==> config.mk <==
export PLATFORM = sky130hd
export DESIGN_NAME = mem_io_bridge
export DESIGN_NICKNAME = d
export VERILOG_FILES = /design/src/rtl/mem_io_bridge.sv
export SDC_FILE = /design/constraint.sdc
export NUM_CORES = 1
export LEC_CHECK = 0
export ABC_AREA = 1
export BUFFER_PORTS_ARGS = -buffer_cell sky130_fd_sc_hd__buf_2
export CAP_MARGIN = 30
export CORE_ASPECT_RATIO = 1.1
export CORE_MARGIN = 2
export CORE_UTILIZATION = 55
export CTS_CLUSTER_DIAMETER = 40
export DETAILED_ROUTE_END_ITERATION = 8
export PLACE_DENSITY = 0.84
export SLEW_MARGIN = 0
export SYNTH_ARGS = -nofsm -noshare
export SYNTH_HDL_FRONTEND = slang
export SYNTH_SLANG_ARGS = --single-unit
==> constraint.sdc <==
create_clock -name clk -period 7.76 [get_ports clk]
set_input_delay 0.776 -clock clk [delete_from_list [all_inputs] [get_ports clk]]
set_output_delay 0.776 -clock clk [all_outputs]
set_load 0.02 [all_outputs]
==> src/rtl/mem_io_bridge.sv <==
// mem_io_bridge: data-side bridge between the CPU Mem-stage port and data RAM / I/O.
//   RAM space (cpu_addr[31:28] != 4'hF): req/ack handshake with a timeout that sets a
//   sticky bus error. I/O space (cpu_addr[31:28] == 4'hF): zero-wait LED, free-running
//   timer and status registers.
// Ports:
//   clk, rst                     clock (rising edge), asynchronous active-high reset
//   cpu_req/cpu_we/cpu_addr/cpu_wdata   Mem-stage access request (load or store)
//   cpu_rdata/cpu_ready          load data and completion (0 = stall pipeline)
//   ram_req/ram_we/ram_addr/ram_wdata   RAM request, held until ack or timeout
//   ram_rdata/ram_ack            RAM read data and completion strobe
//   led_out                      LED register
//   bus_err                      sticky RAM-timeout flag, cleared by a STATUS write
module mem_io_bridge #(
  parameter int unsigned RAM_ADDR_W = 10,
  parameter int unsigned TIMEOUT    = 15
) (
  input  logic                  clk,
  input  logic                  rst,
  input  logic                  cpu_req,
  input  logic                  cpu_we,
  input  logic [31:0]           cpu_addr,
  input  logic [31:0]           cpu_wdata,
  output logic [31:0]           cpu_rdata,
  output logic                  cpu_ready,
  output logic                  ram_req,
  output logic                  ram_we,
  output logic [RAM_ADDR_W-1:0] ram_addr,
  output logic [31:0]           ram_wdata,
  input  logic [31:0]           ram_rdata,
  input  logic                  ram_ack,
  output logic [15:0]           led_out,
  output logic                  bus_err
);

  localparam int unsigned CntW = $clog2(TIMEOUT + 1);

  typedef enum logic [1:0] {StIdle, StRamWait, StDone} state_e;

  state_e          state;
  logic [CntW-1:0] wait_cnt;
  logic [CntW-1:0] wait_cnt_inc;
  logic [31:0]     timer;
  logic [31:0]     rdata_q;
  logic [31:0]     io_rdata;
  logic            is_io;
  logic [1:0]      io_sel;
  logic            io_wr;
  logic            ram_start;

  // Address bits outside the decode and RAM word index do not matter.
  logic unused_addr;
  assign unused_addr = ^{cpu_addr[27:RAM_ADDR_W+2], cpu_addr[1:0]};

  assign is_io        = (cpu_addr[31:28] == 4'hF);
  assign io_sel       = cpu_addr[3:2];  // byte offsets 0x0/0x4/0x8/0xC
  assign io_wr        = (state == StIdle) && cpu_req && is_io && cpu_we;
  assign ram_start    = (state == StIdle) && cpu_req && !is_io;
  assign wait_cnt_inc = wait_cnt + CntW'(1);

  always_comb begin
    io_rdata = 32'h0;
    case (io_sel)
      2'd0:    io_rdata = {16'h0, led_out};
      2'd1:    io_rdata = timer;
      2'd2:    io_rdata = {31'h0, bus_err};
      default: io_rdata = 32'h0;
    endcase
  end

  // I/O accesses complete combinationally in IDLE; RAM accesses stall until DONE.
  always_comb begin
    cpu_ready = 1'b1;
    cpu_rdata = 32'h0;
    if (!rst) begin
      case (state)
        StIdle: begin
          if (cpu_req) begin
            if (is_io) cpu_rdata = io_rdata;
            else       cpu_ready = 1'b0;
          end
        end
        StRamWait: cpu_ready = 1'b0;
        StDone:    cpu_rdata = rdata_q;
        default:   cpu_ready = 1'b1;
      endcase
    end
  end

  // Handshake FSM with registered RAM-side outputs and the sticky error flag.
  always_ff @(posedge clk or posedge rst) begin
    if (rst) begin
      state     <= StIdle;
      ram_req   <= 1'b0;
      ram_we    <= 1'b0;
      ram_addr  <= '0;
      ram_wdata <= 32'h0;
      wait_cnt  <= '0;
      rdata_q   <= 32'h0;
      bus_err   <= 1'b0;
    end else begin
      case (state)
        StIdle: begin
          if (io_wr && (io_sel == 2'd2)) bus_err <= 1'b0;
          if (ram_start) begin
            ram_req   <= 1'b1;
            ram_we    <= cpu_we;
            ram_addr  <= cpu_addr[RAM_ADDR_W+1:2];
            ram_wdata <= cpu_wdata;
            wait_cnt  <= '0;
            state     <= StRamWait;
          end
        end
        StRamWait: begin
          // An ack in the final wait cycle takes priority over the timeout.
          if (ram_ack) begin
            rdata_q <= ram_we ? 32'h0 : ram_rdata;
            ram_req <= 1'b0;
            state   <= StDone;
          end else if (wait_cnt_inc == CntW'(TIMEOUT)) begin
            rdata_q <= 32'h0;
            ram_req <= 1'b0;
            bus_err <= 1'b1;
            state   <= StDone;
          end else begin
            wait_cnt <= wait_cnt_inc;
          end
        end
        StDone:  state <= StIdle;
        default: state <= StIdle;
      endcase
    end
  end

  // LED and timer registers; a timer write overrides that cycle's increment.
  always_ff @(posedge clk or posedge rst) begin
    if (rst) begin
      led_out <= 16'h0;
      timer   <= 32'h0;
    end else begin
      if (io_wr && (io_sel == 2'd0)) led_out <= cpu_wdata[15:0];
      if (io_wr && (io_sel == 2'd1)) timer <= cpu_wdata;
      else                           timer <= timer + 32'd1;
    end
  end

endmodule

==> results.cfg, run 1 <==
[cts]
holdBufCountCts = 0
numCtsBuffers = 17
numClockSinks = 131
post_cts_buffers = 0
tritoncts = yes
cts.htree.levels = 4
cts_max_path_buffers = 2
worstSkewPairLatency_ns = 0.42
cts.clk_slew.worst_paths_ns = 0.05
clockRootBuffer = sky130_fd_sc_hd__clkbuf_16
ctsResizeCount = 0

[global_routing]
global_route.overflow_total = 0
grt_max_degree = 70
grtUsageTotal_pct = 29.3
first_pass_grt_wire_length_mm = 29.4
number_of_antenna_violations_at_the_first_check_in_global_routing = 0
first_global_vias = 6119

[run]
drv_cap = 0

[route]
detailroute.via_count = 6373
antenna_left = 0
routedWlPerCell_microns = 15.3
drtPass1Iterations = 5
routed_wirelength_mm = 18.2
drt_first_iter_violations = 536
drc = 0
drt-vias-per-instance = 5.35

[place]
dp_hpwl_mm = 12.9
placed_cells = 1159
placement.io_buffers = 176
dpl_cell_area_sq_um = 7650
gpl.final_weighted_congestion = 0.938

[synthesis]
ys.flop_type = sky130_fd_sc_hd__dfrtp_1
synthesized_instance_count = 860
yosys_register_bits = 131
synth_seq_area_share_pct = 48.7
syn_area_sq_um = 6730
yosys_warnings = 0
avgSynthCellArea_sq_um = 7.82
yosysUniqueCellTypes = 32
synth_nets = 964
synth-edff-count = 0
postSynth.asyncResetShare_pct = 100

[timing]
hold_viol = 0
final_min_period_over_clock_period_pct = 40.6
maxSlewHeadroom_pct = 44.0
timing.clock.skew_ns = 0.00729
timing_worst_slew_pin_value_ns = 0.840
hold_slack_ns = 0.475
max_freq_mhz = 317
finalSetupViolations = 0
drv_slew = 0
period_minus_slack_ns = 3.15
rsz0062_at_grt = false
finalSetupTns_ns = 0

[critical_path]
start_kind = primary input
crit_path_max_fanout = 11
critPathMaxStageDelay_ns = 0.43
timing.critical_path.cells = buf_2 > inv_2 > nor2_4 > inv_2 > o21ai_0 > a22oi_1 > nor2_1 > buf_2
crit_path_top_delay_cell = sky130_fd_sc_hd__o21ai_0
timing.critical_path.arrival_ns = 2.38
crit_end_element = primary output
worst-setup-path-type = primary input to primary output
critPathRequiredTime_ns = 6.98

[power_and_ir_drop]
power_density_nw_per_um2 = 319
max-vdd-ir-drop_mv = 0.218
fin_total_pwr_mw = 2.64
p_leak_nw = 4.23

[outcome]
run_status = completed

[die]
ioPinCount = 195
die_w_microns = 109
die_area_sq_um = 13100
initial_core_utilization_pct = 56.1
core.rowCount = 42
die_height_microns = 120
coreArea_sq_um = 12000

[finish]
final_non_filler_cell_total = 1191
final_common_cell = sky130_fd_sc_hd__nand2_1
post_route_cells_drive_above_1_share_pct = 25.8
area.growth.synth_to_final_pct = 22.8
num_antenna_cells = 0
most-common-layout-cells = 340 x sky130_fd_sc_hd__nand2_1, 176 x sky130_fd_sc_hd__buf_2, 131 x sky130_fd_sc_hd__dfrtp_1, 64 x sky130_fd_sc_hd__nand3_1, 54 x sky130_fd_sc_hd__inv_1
nets = 1128
finalInstanceArea_sq_um = 8260

[worst_hold_path]
holdCritPathClass = flip-flop to flip-flop
==> synthesized netlist by cell type (all sizes together) (3+ instances only) <==
master | instances | area share (%)
a21oi | 26 | 1.9
a22o | 7 | 0.91
a22oi | 7 | 0.78
buf | 27 | 2.4
clkbuf | 9 | 0.50
dfrtp | 131 | 49
ha | 3 | 0.56
inv | 61 | 3.4
mux2 | 23 | 3.9
nand2 | 349 | 20
nand3 | 66 | 5.1
nor2 | 70 | 5.0
o21ai | 63 | 4.7
xor2 | 9 | 1.2
==> report_power, final <==
part | internal, mW | switching, mW
combinational | 0.269 | 0.483
clock | 0.529 | 0.285
sequential | 0.908 | 0.162
total | 1.71 | 0.930
==> per-stage QoR <==
step	worst slack [ns]	util, %
5_1_grt	4.55	68.9
4_1_cts	4.70	68.9
3_5_place_dp	4.75	63.9
3_3_place_gp	4.76	63.9
6_report	4.61	68.9
2_1_floorplan	2.66	-
==> per-layer routing <==
| layer | part of all wire, % | up-vias | track usage, % | wire [microns] |
|---|---|---|---|---|
| met5 | 0 | - | 0 | 0 |
| met4 | 2.3 | 0 | 10.6 | 427 |
| met3 | 6.9 | 35 | 6.90 | 1270 |
| met2 | 49 | 249 | 47.5 | 8850 |
| met1 | 42 | 3011 | 38.2 | 7690 |
| li1 | - | 3078 | - | - |
==> final cells by class <==
cell class,instances,area [sq um]
clock buffer,23,478
clock inverter,9,128
fill,996,3720
inverter,61,234
multi-input combinational,632,3030
sequential,131,3280
tap,154,193
timing repair buffer,181,918
==> state kept, by name, summed over array words and instances (netlist names) <==
name / flops
ram_wdata: 32
rdata_q: 32
timer: 32
led_out: 16
ram_addr: 10
wait_cnt: 4
state: 2
bus_err: 1
ram_req: 1
ram_we: 1
==> worst max-delay path, delay by kind of cell <==
family	cells	cell delay, ns
buffers and inverters	4	0.56
AOI/OAI and AO/OA	2	0.61
and+or+nand+nor	2	0.42
==> kinds of logic (layout without fill, tap and decap cells) <==
group | after synthesis | in the layout | synth area share (%)
DFF | 131 | 131 | 48.7
muxes | 23 | 23 | 3.85
and+or+nand+nor | 490 | 490 | 30.6
AOI/OAI and AO/OA | 106 | 106 | 8.65
buffers and inverters | 97 | 274 | 6.34
adders and majority gates | 3 | 3 | 0.558
xor gates and xnor gates | 10 | 10 | 1.30
==> worst paths after layout <==
check | start | to | slack [ns] | depth (start not counted)
setup / recovery | cpu_addr[2] | cpu_rdata[12] | 4.61 | 8
hold / removal | rdata_q[17] | rdata_q[17] | 0.48 | 2
setup reg to reg | wait_cnt[0] | rdata_q[10] | 5.89 | 10
hold reg to reg | rdata_q[17] | rdata_q[17] | 0.48 | 2
max in group asynchronous | rst | ram_addr[0] | 5.60 | 3
min in group asynchronous | rst | rdata_q[19] | 0.84 | 2
Note: power is estimated with default switching activity, not from simulation.
==> run 2: changes to the inputs <==
--- a/config.mk
+++ b/config.mk
@@ -10,10 +10,10 @@
 export CAP_MARGIN = 30
 export CORE_ASPECT_RATIO = 1.1
 export CORE_MARGIN = 2
-export CORE_UTILIZATION = 55
+export CORE_UTILIZATION = 47
 export CTS_CLUSTER_DIAMETER = 40
 export DETAILED_ROUTE_END_ITERATION = 8
-export PLACE_DENSITY = 0.84
+export PLACE_DENSITY = 0.76
 export SLEW_MARGIN = 0
 export SYNTH_ARGS = -nofsm -noshare
 export SYNTH_HDL_FRONTEND = slang
==> constraint.sdc (replaced) <==
create_clock -name clk -period 2.7 [get_ports clk]
set_input_delay 0.27 -clock clk [delete_from_list [all_inputs] [get_ports clk]]
set_output_delay 0.27 -clock clk [all_outputs]
set_load 0.02 [all_outputs]
==> run 2 against run 1 <==
Net effect: count of clock-buffer cells in the layout fell by 5; via count decreased by 3.0%; wire length shrank 0.91%; global-route usage down 4.5 points.
==> results.cfg, run 2 (synthesis results as in run 1) <==
[cts]
tritoncts = yes
holdBufCountCts = 0
cts.htree.levels = 4
clockRootBuffer = sky130_fd_sc_hd__clkbuf_16
post_cts_buffers = 0
cts.clk_slew.worst_paths_ns = 0.06
numCtsBuffers = 17
numClockSinks = 131
worstSkewPairLatency_ns = 0.42
ctsResizeCount = 0
cts_max_path_buffers = 2

[route]
routed_wirelength_mm = 18.1
routedWlPerCell_microns = 14.7
drc = 0
detailroute.via_count = 6183
antenna_left = 0
drt-vias-per-instance = 5.04
drt_first_iter_violations = 400
drtPass1Iterations = 5

[timing]
hold_viol = 0
final_min_period_over_clock_period_pct = 84.9
drv_slew = 0
worst_slack_ns = 0.407
rsz0062_at_grt = false
finalSetupTns_ns = 0
timing.clock.skew_ns = 0.00687
hold_slack_ns = 0.0672
maxSlewHeadroom_pct = 54.3
finalSetupViolations = 0
period_minus_slack_ns = 2.29
max_freq_mhz = 436
timing_worst_slew_pin_value_ns = 0.684

[worst_hold_path]
holdCritPathClass = primary input to flip-flop
min_delay_path_depth = 3

[critical_path]
worst_setup_path_startpoint = state[1]
crit_end_element = primary output
endpoint = cpu_rdata[20]
critical_path_cell_count = 8
start_kind = flip-flop
critPathRequiredTime_ns = 2.43
worst-setup-path-type = flip-flop to primary output
timing.critical_path.cells = inv_2 > nand3_2 > inv_2 > nand2_4 > nor2_4 > nand2_1 > a21oi_1 > buf_2
path_common_cell = sky130_fd_sc_hd__inv_2
r2r_cells = 9
crit_path_max_fanout = 16
timing.critical_path.arrival_ns = 2.02
critical_path.reg2reg.endpoint = rdata_q[10]
worstReg2RegStart = wait_cnt[0]
critPathMaxStageDelay_ns = 0.42
crit_path_top_delay_cell = sky130_fd_sc_hd__dfrtp_1
timing.critical_path.buf_inv = 3
cpLargestDelayFamily = simple AND/OR/NAND/NOR gates
r2r_setup_slack_ns = 0.84

[place]
placed_cells = 1195
dp_hpwl_mm = 12.9
gpl.final_weighted_congestion = 0.993
placement.io_buffers = 176
pre_cts_ws_ns = 0.792

[power_and_ir_drop]
power_density_nw_per_um2 = 920
fin_total_pwr_mw = 7.71
max-vdd-ir-drop_mv = 0.542
p_leak_nw = 4.27

[finish]
nets = 1130
most-common-layout-cells = 340 x sky130_fd_sc_hd__nand2_1, 176 x sky130_fd_sc_hd__buf_2, 131 x sky130_fd_sc_hd__dfrtp_1, 64 x sky130_fd_sc_hd__nand3_1, 54 x sky130_fd_sc_hd__inv_1
fillers = 1282
num_antenna_cells = 0
area.growth.synth_to_final_pct = 24.6
reg_top3 = ram_wdata (32), rdata_q (32), timer (32)
area_of_the_multi_input_gates_sq_um = 3030
sequential_cell_area_sq_um = 3280
post_route_cells_drive_above_1_share_pct = 26.3
final_common_cell = sky130_fd_sc_hd__nand2_1
final_non_filler_cell_total = 1227

[run]
drv_cap = 0

[die]
die_height_microns = 129
initial_core_utilization_pct = 48.4
die_area_sq_um = 15300
coreArea_sq_um = 13900
core.rowCount = 45
die_w_microns = 118
ioPinCount = 195

[global_routing]
number_of_antenna_violations_at_the_first_check_in_global_routing = 0
grtUsageTotal_pct = 24.8
grt_max_degree = 132
global_route.overflow_total = 0
first_pass_grt_wire_length_mm = 29.5
first_global_vias = 5931

[outcome]
run_status = completed
## run 2: stage by stage
| step | cell area, sq um | utilization [%] |
|---|---|---|
| after global routing | 8380 | 60.3 |
| final | 8380 | 60.3 |
| after global placement | 7740 | 55.6 |
| after floorplan | 6740 | - |
| after CTS | 8380 | 60.3 |
| after detailed placement | 7740 | 55.6 |
## run 2: layer usage
layer / track usage (%) / wire length [microns] / vias to the layer above
li1: - / - / 3079
met1: 33.9 / 8250 / 2856
met2: 38.5 / 8330 / 212
met3: 6.03 / 1040 / 36
met4: 9.64 / 455 / 0
met5: 0 / 0 / -
## run 2: area by class of cell
cell class,instances,area share [%]
flip-flops and latches,131,39.1
well taps,188,2.81
repair buffers,183,11.4
clock buffers,18,5.24
inverters,61,2.81
multi-input cells,632,36.1
clock inverters,14,2.49
## run 2: worst min-delay path by stage
stage | endpoint | start | slack (ns)
final | timer[27] | cpu_wdata[27] | 0.07
after CTS | timer[27] | cpu_wdata[27] | 0.05
after global placement | rdata_q[31] | rdata_q[31] | 0.45
after global routing | ram_addr[2] | cpu_addr[4] | 0.06
after detailed placement | rdata_q[18] | rdata_q[18] | 0.46
after floorplan | timer[19] | cpu_wdata[19] | 0.39
## run 2: worst min-delay path, stage by stage
cell and delay (ns):
sky130_fd_sc_hd__buf_2 0.09, sky130_fd_sc_hd__nand2_1 0.04, sky130_fd_sc_hd__nand2_1 0.05
## run 2: power by group
part           switching, mW  leakage, nW  internal, mW
sequential             0.446         1.67          2.61
combinational           1.37         2.29         0.782
clock                  0.852        0.320          1.66
total                   2.67         4.27          5.05
==> run 3: changes to the inputs <==
--- a/config.mk
+++ b/config.mk
@@ -5,15 +5,15 @@
 export SDC_FILE = /design/constraint.sdc
 export NUM_CORES = 1
 export LEC_CHECK = 0
-export ABC_AREA = 1
+export ABC_AREA = 0
 export BUFFER_PORTS_ARGS = -buffer_cell sky130_fd_sc_hd__buf_2
 export CAP_MARGIN = 30
 export CORE_ASPECT_RATIO = 1.1
 export CORE_MARGIN = 2
-export CORE_UTILIZATION = 47
+export CORE_UTILIZATION = 51
 export CTS_CLUSTER_DIAMETER = 40
 export DETAILED_ROUTE_END_ITERATION = 8
-export PLACE_DENSITY = 0.76
+export PLACE_DENSITY = 0.8
 export SLEW_MARGIN = 0
 export SYNTH_ARGS = -nofsm -noshare
 export SYNTH_HDL_FRONTEND = slang
==> constraint.sdc (replaced) <==
create_clock -name clk -period 2.35 [get_ports clk]
set_input_delay 0.235 -clock clk [delete_from_list [all_inputs] [get_ports clk]]
set_output_delay 0.235 -clock clk [all_outputs]
set_load 0.02 [all_outputs]
==> run 3 against run 2 <==
Net effect: flip-flop and latch count unchanged; synthesized area shrank 8.1%; die area down 15%; via count shrank 18%; power increased by 16%; sequential power rose by 17%; count of clock-buffer cells in the layout is 2 higher; final area shrank 4.9%; first-iteration DRC count grew 13%; combinational power rose by 2%; critical path type unchanged; largest cell class unchanged; largest power group unchanged.
==> results.cfg, run 3 <==
[die]
initial_core_utilization_pct = 51.8
die_height_microns = 119
core.rowCount = 42
die_area_sq_um = 13000
die_w_microns = 109
coreArea_sq_um = 11900
ioPinCount = 195

[critical_path]
timing.critical_path.arrival_ns = 2.02
crit_path_max_fanout = 12
r2r_setup_slack_ns = 0.32
start_kind = flip-flop
crit_end_element = primary output
critPathRequiredTime_ns = 2.12
worst-setup-path-type = flip-flop to primary output

[global_routing]
number_of_antenna_violations_at_the_first_check_in_global_routing = 0
global_route.overflow_total = 0
grt_max_degree = 132
grtUsageTotal_pct = 25.4
first_global_vias = 5182
first_pass_grt_wire_length_mm = 25.5

[synthesis]
yosysUniqueCellTypes = 52
synth_seq_area_share_pct = 53.0
post-synth-top-area-fraction_pct = 53.0
synthesized_instance_count = 528
synth.most_common_cell = sky130_fd_sc_hd__dfrtp_1
synth_nets = 632
synth_top_cells_by_area = sky130_fd_sc_hd__dfrtp_1 53%, sky130_fd_sc_hd__mux2_2 8.7%, sky130_fd_sc_hd__a22o_1 4.5%
ys.flop_type = sky130_fd_sc_hd__dfrtp_1
syn_area_sq_um = 6180
postSynth.asyncResetShare_pct = 100
netlist_top_cells_count = 131 x sky130_fd_sc_hd__dfrtp_1, 72 x sky130_fd_sc_hd__nor2_1, 48 x sky130_fd_sc_hd__mux2_2, 33 x sky130_fd_sc_hd__a21oi_1, 32 x sky130_fd_sc_hd__a22o_1
synthDominantAreaCellType = sky130_fd_sc_hd__dfrtp_1
avgSynthCellArea_sq_um = 11.7
synth-edff-count = 0
yosys_warnings = 0
yosys_register_bits = 131

[cts]
tritoncts = yes
clockRootBuffer = sky130_fd_sc_hd__clkbuf_16
numClockSinks = 131
numCtsBuffers = 17
cts.htree.levels = 4
cts.clk_slew.worst_paths_ns = 0.06
worstSkewPairLatency_ns = 0.43
cts_max_path_buffers = 2

[outcome]
run_status = completed

[route]
antenna_left = 0
detailroute.via_count = 5100
drtPass1Iterations = 7
drc = 0
drt_first_iter_violations = 452
drt-vias-per-instance = 5.81
routed_wirelength_mm = 16.0
routedWlPerCell_microns = 18.2

[timing]
timing.clock.skew_ns = 0.00565
rsz0062_at_grt = true
drv_slew = 0
final_min_period_over_clock_period_pct = 96.0
timing_worst_slew_pin_value_ns = 0.695
finalSetupViolations = 0
max_freq_mhz = 443
finalSetupTns_ns = 0
maxSlewHeadroom_pct = 53.7
hold_viol = 0
period_minus_slack_ns = 2.26

[finish]
reg_top3 = ram_wdata (32), rdata_q (32), timer (32)
post_route_cells_drive_above_1_share_pct = 42.0
final_common_cell = sky130_fd_sc_hd__buf_2
final_non_filler_cell_total = 878
finalInstanceArea_sq_um = 7970
num_antenna_cells = 0
fillers = 868
most-common-layout-cells = 175 x sky130_fd_sc_hd__buf_2, 129 x sky130_fd_sc_hd__dfrtp_1, 72 x sky130_fd_sc_hd__nor2_1, 48 x sky130_fd_sc_hd__mux2_2, 33 x sky130_fd_sc_hd__a21oi_1
nets = 815
area.growth.synth_to_final_pct = 28.9

[power_and_ir_drop]
p_leak_nw = 3.83
power_density_nw_per_um2 = 1120
max-vdd-ir-drop_mv = 0.710
fin_total_pwr_mw = 8.93

[place]
dpl_cell_area_sq_um = 7200
placed_cells = 842
gpl.final_weighted_congestion = 0.840
placement.io_buffers = 176
dp_hpwl_mm = 11.1

[worst_hold_path]
holdCritPathClass = primary input to async pin

[run]
drv_cap = 0
## run 3: report_power, final
part	total [mW]	leakage [nW]	internal (mW)	switching [mW]
Combinational	2.19	1.83	1.01	1.18
Sequential	3.56	1.66	3.00	0.562
Clock	3.18	0.339	2.18	1.00
Total	8.93	3.83	6.19	2.74
## run 3: worst paths after layout
| path | depth (start not counted) | end | start |
|---|---|---|---|
| worst min register to register | 1 | ram_wdata[3] | ram_wdata[3] |
| max in group asynchronous | 3 | ram_wdata[16] | rst |
| worst max register to register | 7 | rdata_q[19] | wait_cnt[0] |
| worst max-delay path | 7 | cpu_rdata[11] | state[0] |
| worst min-delay path | 3 | ram_addr[1] | rst |
| min in group clk | 2 | rdata_q[12] | ram_rdata[12] |
## run 3: per-stage QoR
stage	util (%)	hold slack, ns	setup slack [ns]
2_1_floorplan	-	0.354	-0.773
3_3_place_gp	60.3	0.456	0.382
3_5_place_dp	60.3	0.455	0.326
4_1_cts	66.4	0.00603	0.0221
5_1_grt	66.8	0.0137	-0.0275
6_report	66.8	0.0152	0.0934
## run 3: cell type report
type | count | area [sq um] | area share (%)
sequential | 131 | 3280 | 41.2
multi-input combinational | 356 | 2660 | 33.4
timing repair buffer | 196 | 1080 | 13.5
clock buffer | 20 | 467 | 5.86
clock inverter | 12 | 250 | 3.14
tap | 154 | 193 | 2.42
inverter | 9 | 37.5 | 0.471
## run 3: cell families after synthesis
group	synth area share [%]
AO/OA/AOI/OAI	13.7
XOR/XNOR	4.25
adder cells (fa/ha/maj)	0.607
buffers and inverters	4.07
flip-flops	53.0
multiplexers	11.5
AND/OR/NAND/NOR	12.9
## run 3: routing by layer
metal | track usage (%) | share of wire (%) | up-vias | routed length (microns)
li1 | - | - | 2310 | -
met1 | 32.0 | 40 | 2538 | 6340
met2 | 41.3 | 51 | 211 | 8170
met3 | 7.01 | 6.6 | 41 | 1050
met4 | 9.94 | 2.5 | 0 | 401
met5 | 0 | 0 | - | 0
## run 3: critical path, cell delays in order (launching register included)
cell and delay (ns):
sky130_fd_sc_hd__dfrtp_2 0.44, sky130_fd_sc_hd__nand2b_4 0.18, sky130_fd_sc_hd__nor4b_4 0.20, sky130_fd_sc_hd__buf_4 0.19
sky130_fd_sc_hd__buf_6 0.16, sky130_fd_sc_hd__a222oi_1 0.10, sky130_fd_sc_hd__nor2_1 0.12, sky130_fd_sc_hd__buf_2 0.18
## run 3: timing repair
action	in CTS	in global routing
pin swaps	0	1
endpoints found under the hold margin	0	0
hold buffers	0	0
setup endpoints to repair	31	31
buffers inserted	1	3
gates resized for setup	1	7
